File: src/rtl/prbg_pkg.sv
// Shared definitions for the serial pattern detector: FSM state encoding and
// default widths used by seq_detector and sat_counter.
package prbg_pkg;

    localparam int PAT_W_DEF = 4;
    localparam int CNT_W_DEF = 8;

    typedef enum logic [1:0] {
        ST_IDLE = 2'd0,
        ST_FILL = 2'd1,
        ST_RUN  = 2'd2
    } det_state_e;

endpackage

File: src/rtl/sat_counter.sv
// Saturating match counter with a sticky flag that sets when an increment
// arrives while the count is already at its maximum.
module sat_counter
    import prbg_pkg::*;
#(
    parameter int CNT_W = CNT_W_DEF
) (
    input  logic             clk,
    input  logic             res,
    input  logic             inc,
    input  logic             clr,
    output logic [CNT_W-1:0] count,
    output logic             sat
);

    logic [CNT_W-1:0] count_q, count_d;
    logic             sat_q, sat_d;

    always_comb begin
        count_d = count_q;
        sat_d   = sat_q;
        if (clr) begin
            count_d = '0;
            sat_d   = 1'b0;
        end else if (inc) begin
            if (count_q == {CNT_W{1'b1}}) begin
                sat_d = 1'b1;
            end else begin
                count_d = count_q + CNT_W'(1);
            end
        end
    end

    always_ff @(posedge clk or posedge res) begin
        if (res) begin
            count_q <= '0;
            sat_q   <= 1'b0;
        end else begin
            count_q <= count_d;
            sat_q   <= sat_d;
        end
    end

    assign count = count_q;
    assign sat   = sat_q;

endmodule

File: src/rtl/seq_detector.sv
// Serial sequence detector: shifts qualified bits into a PAT_W-bit window and
// pulses match when a full window equals the pattern latched at start.
module seq_detector
    import prbg_pkg::*;
#(
    parameter int PAT_W = PAT_W_DEF,
    parameter int CNT_W = CNT_W_DEF
) (
    input  logic             clk,
    input  logic             res,
    input  logic             start,
    input  logic             stop,
    input  logic [PAT_W-1:0] pattern,
    input  logic             overlap,
    input  logic             bit_in,
    input  logic             bit_vld,
    output logic             match,
    output logic [CNT_W-1:0] match_cnt,
    output logic             busy,
    output logic             cnt_sat
);

    localparam int FILL_W = $clog2(PAT_W + 1);
    localparam logic [FILL_W-1:0] FILL_FULL = FILL_W'(PAT_W);

    det_state_e        state_q, state_d;
    logic [PAT_W-1:0]  window_q, window_d;
    logic [FILL_W-1:0] fill_q, fill_d;
    logic [PAT_W-1:0]  pat_q, pat_d;
    logic              ovl_q, ovl_d;
    logic              match_q, match_d;
    logic              busy_q, busy_d;
    logic              cnt_inc, cnt_clr;
    logic [PAT_W-1:0]  win_nxt;
    logic [FILL_W-1:0] fill_nxt;

    always_comb begin
        state_d  = state_q;
        window_d = window_q;
        fill_d   = fill_q;
        pat_d    = pat_q;
        ovl_d    = ovl_q;
        match_d  = 1'b0;
        cnt_inc  = 1'b0;
        cnt_clr  = 1'b0;
        win_nxt  = {window_q[PAT_W-2:0], bit_in};
        fill_nxt = (fill_q == FILL_FULL) ? FILL_FULL : fill_q + FILL_W'(1);

        // stop outranks start; a start/stop cycle never consumes a bit
        if (stop) begin
            state_d = ST_IDLE;
        end else if (start) begin
            pat_d    = pattern;
            ovl_d    = overlap;
            window_d = '0;
            fill_d   = '0;
            cnt_clr  = 1'b1;
            state_d  = ST_FILL;
        end else if (state_q != ST_IDLE && bit_vld) begin
            window_d = win_nxt;
            fill_d   = fill_nxt;
            state_d  = (fill_nxt == FILL_FULL) ? ST_RUN : ST_FILL;
            if (fill_nxt == FILL_FULL && win_nxt == pat_q) begin
                match_d = 1'b1;
                cnt_inc = 1'b1;
                // non-overlapping mode needs PAT_W fresh bits for the next hit
                if (!ovl_q) begin
                    fill_d  = '0;
                    state_d = ST_FILL;
                end
            end
        end
        busy_d = (state_d != ST_IDLE);
    end

    always_ff @(posedge clk or posedge res) begin
        if (res) begin
            state_q  <= ST_IDLE;
            window_q <= '0;
            fill_q   <= '0;
            pat_q    <= '0;
            ovl_q    <= 1'b0;
            match_q  <= 1'b0;
            busy_q   <= 1'b0;
        end else begin
            state_q  <= state_d;
            window_q <= window_d;
            fill_q   <= fill_d;
            pat_q    <= pat_d;
            ovl_q    <= ovl_d;
            match_q  <= match_d;
            busy_q   <= busy_d;
        end
    end

    sat_counter #(
        .CNT_W (CNT_W)
    ) u_sat_counter (
        .clk   (clk),
        .res   (res),
        .inc   (cnt_inc),
        .clr   (cnt_clr),
        .count (match_cnt),
        .sat   (cnt_sat)
    );

    assign match = match_q;
    assign busy  = busy_q;

endmodule

File: config.mk
export PLATFORM = sky130hd
export DESIGN_NAME = seq_detector
export DESIGN_NICKNAME = d
export VERILOG_FILES = /design/src/rtl/prbg_pkg.sv /design/src/rtl/sat_counter.sv /design/src/rtl/seq_detector.sv
export SDC_FILE = /design/constraint.sdc
export NUM_CORES = 1
export LEC_CHECK = 0
export ABC_CLOCK_PERIOD_IN_PS = 3100
export CORE_ASPECT_RATIO = 0.8
export CORE_MARGIN = 2
export CORE_UTILIZATION = 52
export DETAILED_ROUTE_END_ITERATION = 7
export GPL_ROUTABILITY_DRIVEN = 0
export GPL_TIMING_DRIVEN = 0
export PLACE_DENSITY = 0.78
export SLEW_MARGIN = 20
export SYNTH_ARGS = -nofsm -noshare
export SYNTH_HDL_FRONTEND = slang
export SYNTH_HIERARCHICAL = 1
export SYNTH_SLANG_ARGS = --single-unit
File: constraint.sdc
create_clock -name clk -period 3.1 [get_ports clk]
set_clock_uncertainty 0.15 [all_clocks]
set_input_delay 0.465 -clock clk [delete_from_list [all_inputs] [get_ports clk]]
set_output_delay 0.465 -clock clk [all_outputs]
set_load 0.01 [all_outputs]
==> reports/metrics.csv, run 1 <==
metric;value;unit
status;complete, no violations;
path_max_fanout;8;
startpoint_type;input port;
yosys-top-cells-area;dfrtp_1 (46%), mux2_2 (4.4%), mux2_4 (3.5%);
synthFlopType;dfrtp_1;
synth_edf_count;0;
area_growth;20.99;%
r2r_cells;7;
cts.sinks;24;
rsz0062_at_grt;false;
dr.first_iter.drc_count;19;
synth_top_area_cell;dfrtp_1;
root_buffer;clkbuf_4;
antenna_found_initial;0;
fin_crit_sh;0.9113;
maxCapViolCount;0;
critPathCaptureType;flip-flop;
fp-row-count;16;
dieArea;2905;µm²
p_total;538.3;µW
vias;954;
timing.rr.start;fill_q[0];
worst_slack;0.2751;ns
required;3.15;ns
overflow;0;
drc;0;
synth_nets;126;
worstMarginPinSlew;0.5449;ns
yosysMostFrequentCell;dfrtp_1;
fin_nets;152;
netlist_area;1294;µm²
place_hpwl;1.804;mm
final.min_clock_period;2.825;ns
ys_seq_area_frac;0.4642;
syn_avg_cell_area;11.55;µm²
multi_input_area;656.9;µm²
start_util;0.5385;
die-width;59.77;µm
power.density;343.9;nW/µm²
core;2402;µm²
min_path_type;in2async;
cts_buffers;3;
crit_type;in2reg;
fmax;354.0;MHz
hold_viol_final;0;
num_io_pins;22;
synthDominantCellAreaShare;0.4642;
drtPass1Iterations;4;
post_cts_buffers;0;
drive_above_1_share;0.1765;
reg2reg_slack;0.31;ns
via_per_inst;5.853;
dpl_worst_slack;-0.3276;ns
n_fill_cell;200;
grt_max_degree;16;
regArea;600.6;µm²
ant_nets;0;
ys_seq_elements;24;
clk_pin_slew;0.12;ns
clkLatencyLatePin;0.30;ns
cts_tree;built;
grt_pass1_wl;4.071;mm
slew_headroom;0.6363;
cts-resized-gates;0;
wl;2.378;mm
num_antenna_cells;0;
cts.htree.levels;1;
crit_arrival;2.88;ns
track_usage;0.1833;
clockBufferDepth;2;
synth.distinct_cells;44;
final-max-slew-violation-count;0;
irDropWorstVdd;0.0003559;V
setup_viol;0;
synth-async-reset-ratio;1.000;
synth_cells;112;
io_buffers;21;
reg2reg_to;u_sat_counter/count[5];
die_h;48.62;µm
ys_warn_count;6;
wire_per_inst;14.59;µm
grt_pass1_vias;911;
synth_commonest_cells;dfrtp_1 (24), a21oi_1 (7), inv_1 (7);
hold_buffers;0;
leakage;0.0006563;µW
-- flip-flops by register name, summed over array words and instances, names as in the netlist --
register,count
match,1
busy,1
pat_q,4
fill_q,3
u_sat_counter/sat,1
u_sat_counter/count,8
state_q,2
window_q,3
ovl_q,1
-- worst max path at each step --
| stage | startpoint | to | slack (ns) | depth (start not counted) |
|---|---|---|---|---|
| 6_report | bit_vld | u_sat_counter/count[5] | 0.28 | 7 |
| 5_1_grt | bit_vld | u_sat_counter/count[5] | 0.15 | 7 |
| 4_1_cts | bit_vld | u_sat_counter/count[5] | 0.003 | 7 |
| 3_5_place_dp | bit_vld | u_sat_counter/count[5] | -0.33 | 7 |
| 3_3_place_gp | bit_vld | u_sat_counter/count[5] | -0.27 | 7 |
| 2_1_floorplan | fill_q[0] | u_sat_counter/count[5] | 0.34 | 7 |
-- where the power goes --
group,internal [µW],switching [µW],leakage (µW),total (µW)
Clock,45.4,83.3,0.0000138,129
Combinational,36.2,33.5,0.000322,69.7
Sequential,327,12.9,0.000320,340
Total,409,130,0.000656,538
-- stage by stage --
step	cells	setup TNS [ns]	util	hold slack [ns]	area, µm²
3_3_place_gp	160	-0.6370	0.6401	0.3330	1538
5_1_grt	163	0	0.6516	0.2862	1565
4_1_cts	163	0	0.6495	0.2937	1560
3_5_place_dp	160	-1.079	0.6401	0.3604	1538
6_report	163	0	0.6516	0.2923	1565
2_1_floorplan	112	0	-	0.1429	1294
-- routing by layer --
layer | global-route usage | vias to the layer above | share of wire | wire length (µm)
met2 | 0.2754 | 17 | 0.47 | 1128
met5 | 0 | - | 0 | 0
met1 | 0.2634 | 468 | 0.48 | 1141
met3 | 0.05615 | 2 | 0.040 | 95
met4 | 0.03333 | 0 | 0.0050 | 12
li1 | - | 467 | - | -
-- critical path, stage by stage --
cell             delay [ns]
clkdlybuf4s50_1        0.58
o21ai_1                0.13
nor3_2                 0.39
nor3b_2                0.54
nand4_4                0.18
a211oi_2               0.26
mux2_4                 0.32
-- logic make-up (layout without fill, tap and decap cells) --
logic type,after synthesis,count (layout),share of synthesized area
DFF,24,24,0.4642
adders and majority gates,3,3,0.02902
buffers and inverters,9,33,0.03192
xor gates and xnor gates,4,4,0.02708
muxes,9,9,0.08607
and+or+nand+nor,33,33,0.1577
AOI/OAI and AO/OA,30,30,0.2041
-- layout make-up --
class | instances | area share
buffer | 2 | 0.009592
timing repair buffer | 21 | 0.1343
tap | 27 | 0.02158
sequential | 24 | 0.3837
clock buffer | 3 | 0.01439
multi-input combinational | 79 | 0.4197
inverter | 7 | 0.01679
-- cell usage in the layout (no fill, tap or decap), types with 4 or more instances in the layout --
cell             Yosys  routed
a21oi_1              7       7
a22o_1               4       4
clkdlybuf4s50_1      0      21
dfrtp_1             24      24
inv_1                7       7
mux2_2               5       5
nand2_1              4       4
nor2_1               5       5
nor3_1               5       5
xnor2_1              4       4
(Power assumes the default switching activity.)
==> inputs of run 2 (changes only) <==
Settings changed: ABC_CLOCK_PERIOD_IN_PS 3100 to 2450, CORE_MARGIN 2 to unset, CORE_UTILIZATION 52 to 47, PLACE_DENSITY 0.78 to 0.75.
Clock period 3.1 ns to 2.45 ns, I/O delays scaled along.
==> reports/metrics.csv, run 2 (synthesis results as in run 1) <==
metric;value;unit;change
maxCapViolCount;0;;unchanged
power.density;435.3;nW/µm²;was 343.9 nW/µm²
die_h;48.93;µm;was 48.62 µm
overflow;0;;unchanged
holdWs;0.1918;ns;was 0.2923 ns
die-width;60.66;µm;was 59.77 µm
num_io_pins;22;;unchanged
crit_chain;ha_2 > nand2b_4 > a311o_1 > nor3b_4 > nand4_4 > a211oi_4 > mux2_4;;was clkdlybuf4s50_1 > o21ai_1 > nor3_2 > nor3b_2 > nand4_4 > a211oi_2 > mux2_4
r2r_cells;7;;unchanged
leakage;0.0007314;µW;was 0.0006563 µW
path_delay_family;compound AO/OA/AOI/OAI gates;;was simple AND/OR/NAND/NOR gates
slew_headroom;0.6142;;was 0.6363
wire_per_inst;14.84;µm;was 14.59 µm
timing.rr.start;fill_q[1];;was fill_q[0]
track_usage;0.2007;;was 0.1833
drtPass1Iterations;4;;unchanged
setup_viol;0;;unchanged
fp-row-count;16;;unchanged
start_util;0.5129;;was 0.5385
highest_layer;met4;;unchanged
status;complete, no violations;;unchanged
largest_register_ffs;8;;unchanged
crit_start;fill_q[1];;was bit_vld
path_buf_inv;0;;was 1
ant_nets;0;;unchanged
clkLatencyLatePin;0.32;ns;was 0.30 ns
wl;2.700;mm;was 2.378 mm
path_max_fanout;3;;was 8
fin_crit_sh;0.9732;;
wl_met2;1.282;mm;was 1.128 mm
dieArea;2968;µm²;was 2905 µm²
grt_max_degree;16;;unchanged
antenna_found_initial;0;;unchanged
clockBufferDepth;2;;unchanged
worstMarginPinSlew;0.5781;ns;was 0.5449 ns
irDropWorstVdd;0.0003559;V;about the same
required;2.51;ns;was 3.15 ns
final.min_clock_period;2.384;ns;
area_growth;31.04;%;was 20.99%
cts_buffers;3;;unchanged
path_depth;7;;unchanged
place_hpwl;1.884;mm;was 1.804 mm
drc;0;;unchanged
reg2reg_to;u_sat_counter/count[5];;unchanged
min_path_type;in2async;;unchanged
via_per_inst;5.736;;was 5.853
crit_end;u_sat_counter/count[5];;unchanged
io_buffers;21;;unchanged
grt_pass1_vias;970;;was 911
wl_met1;1.267;mm;was 1.141 mm
rsz0062_at_grt;false;;unchanged
slowest_stage;dfrtp_1;;was clkdlybuf4s50_1
hold_buffers;0;;unchanged
dr.first_iter.drc_count;31;;was 19
core;2522;µm²;was 2402 µm²
grt_pass1_wl;4.464;mm;was 4.071 mm
num_antenna_cells;0;;unchanged
cts.sinks;24;;unchanged
fmax;419.4;MHz;
layout_common_cells;dfrtp_1 (24), clkdlybuf4s50_1 (21), buf_4 (9);;was dfrtp_1 (24), clkdlybuf4s50_1 (21), inv_1 (7), a21oi_1 (7)
startpoint_type;flip-flop;;was input port
final_common_cell;dfrtp_1;;unchanged
fin_nets;161;;was 152
cts.htree.levels;1;;unchanged
cts_tree;built;;unchanged
crit_type;reg2reg;;was in2reg
reg2reg_slack;0.07;ns;was 0.31 ns
crit_arrival;2.44;ns;was 2.88 ns
route.met3.wl;131;µm;was 95 µm
root_buffer;clkbuf_4;;unchanged
critPathCaptureType;flip-flop;;unchanged
drive_above_1_share;0.2466;;was 0.1765
clk_pin_slew;0.13;ns;was 0.12 ns
p_total;738.0;µW;was 538.3 µW
critPathMaxStageDelay;0.43;ns;was 0.58 ns
final-max-slew-violation-count;0;;unchanged
hold_viol_final;0;;unchanged
vias;1044;;was 954
[run 2: changes by cell type in the layout (fill, tap and decap cells not counted), sizes merged]
cell	delta
buf	+9
clkbuf	+1
[run 2: worst register-to-register path, delay by kind of cell, from the launching register on]
family                   cells  cell delay, ns
AO/OA/AOI/OAI                2            0.64
AND/OR/NAND/NOR              3            0.52
flip-flops                   1            0.43
multiplexers                 1            0.32
adder cells (fa/ha/maj)      1            0.21
[run 2: how the worst min path moves through the flow]
stage | endpoint | slack, ns
final | u_sat_counter/count[3] | 0.19
after global placement | u_sat_counter/sat | 0.34
after floorplan | u_sat_counter/count[0] | 0.05
after detailed placement | pat_q[1] | 0.37
after CTS | u_sat_counter/count[0] | 0.22
after global routing | u_sat_counter/count[1] | 0.22
[run 2: cell type report]
type	count	area, µm²
Fill cell	211	827.0
Multi-Input combinational cell	79	694.4
Sequential cell	24	600.6
Timing Repair Buffer	30	277.8
Tap cell	36	45.04
Clock buffer	4	36.28
Inverter	7	26.28
Buffer	2	15.01
[run 2: metal layers]
metal | vias to the layer above | GRT usage
li1 | 489 | -
met3 | 5 | 0.06101
met5 | - | 0
met4 | 0 | 0.04545
met1 | 514 | 0.2847
met2 | 36 | 0.3004
[run 2: power breakdown]
| group | internal, µW | total, µW | leakage (µW) | switching, µW |
|---|---|---|---|---|
| registers | 414 | 430 | 0.000320 | 15.7 |
| logic | 51.1 | 98.9 | 0.000390 | 47.8 |
| clock network | 90.9 | 209 | 0.0000210 | 119 |
| total | 556 | 738 | 0.000731 | 182 |
[run 2: what timing repair did]
item | CTS | global route
endpoints found under the hold margin | 0 | 0
pin swaps | 3 | 6
setup buffers | 3 | 6
setup endpoints to repair | 5 | 7
resized for setup | 3 | 2
cloned | 0 | 0
[run 2: stage by stage]
stage	cell area [µm²]	TNS (ns)	std cells	utilization	worst slack, ns
detailed placement	1560	-2.374	169	0.6186	-0.5398
global placement	1560	-2.079	169	0.6186	-0.4971
floorplan	1305	0	112	-	0.02826
global route	1695	0	182	0.6721	0.004085
finish	1695	0	182	0.6721	0.06573
CTS	1637	0	176	0.6488	0.003702
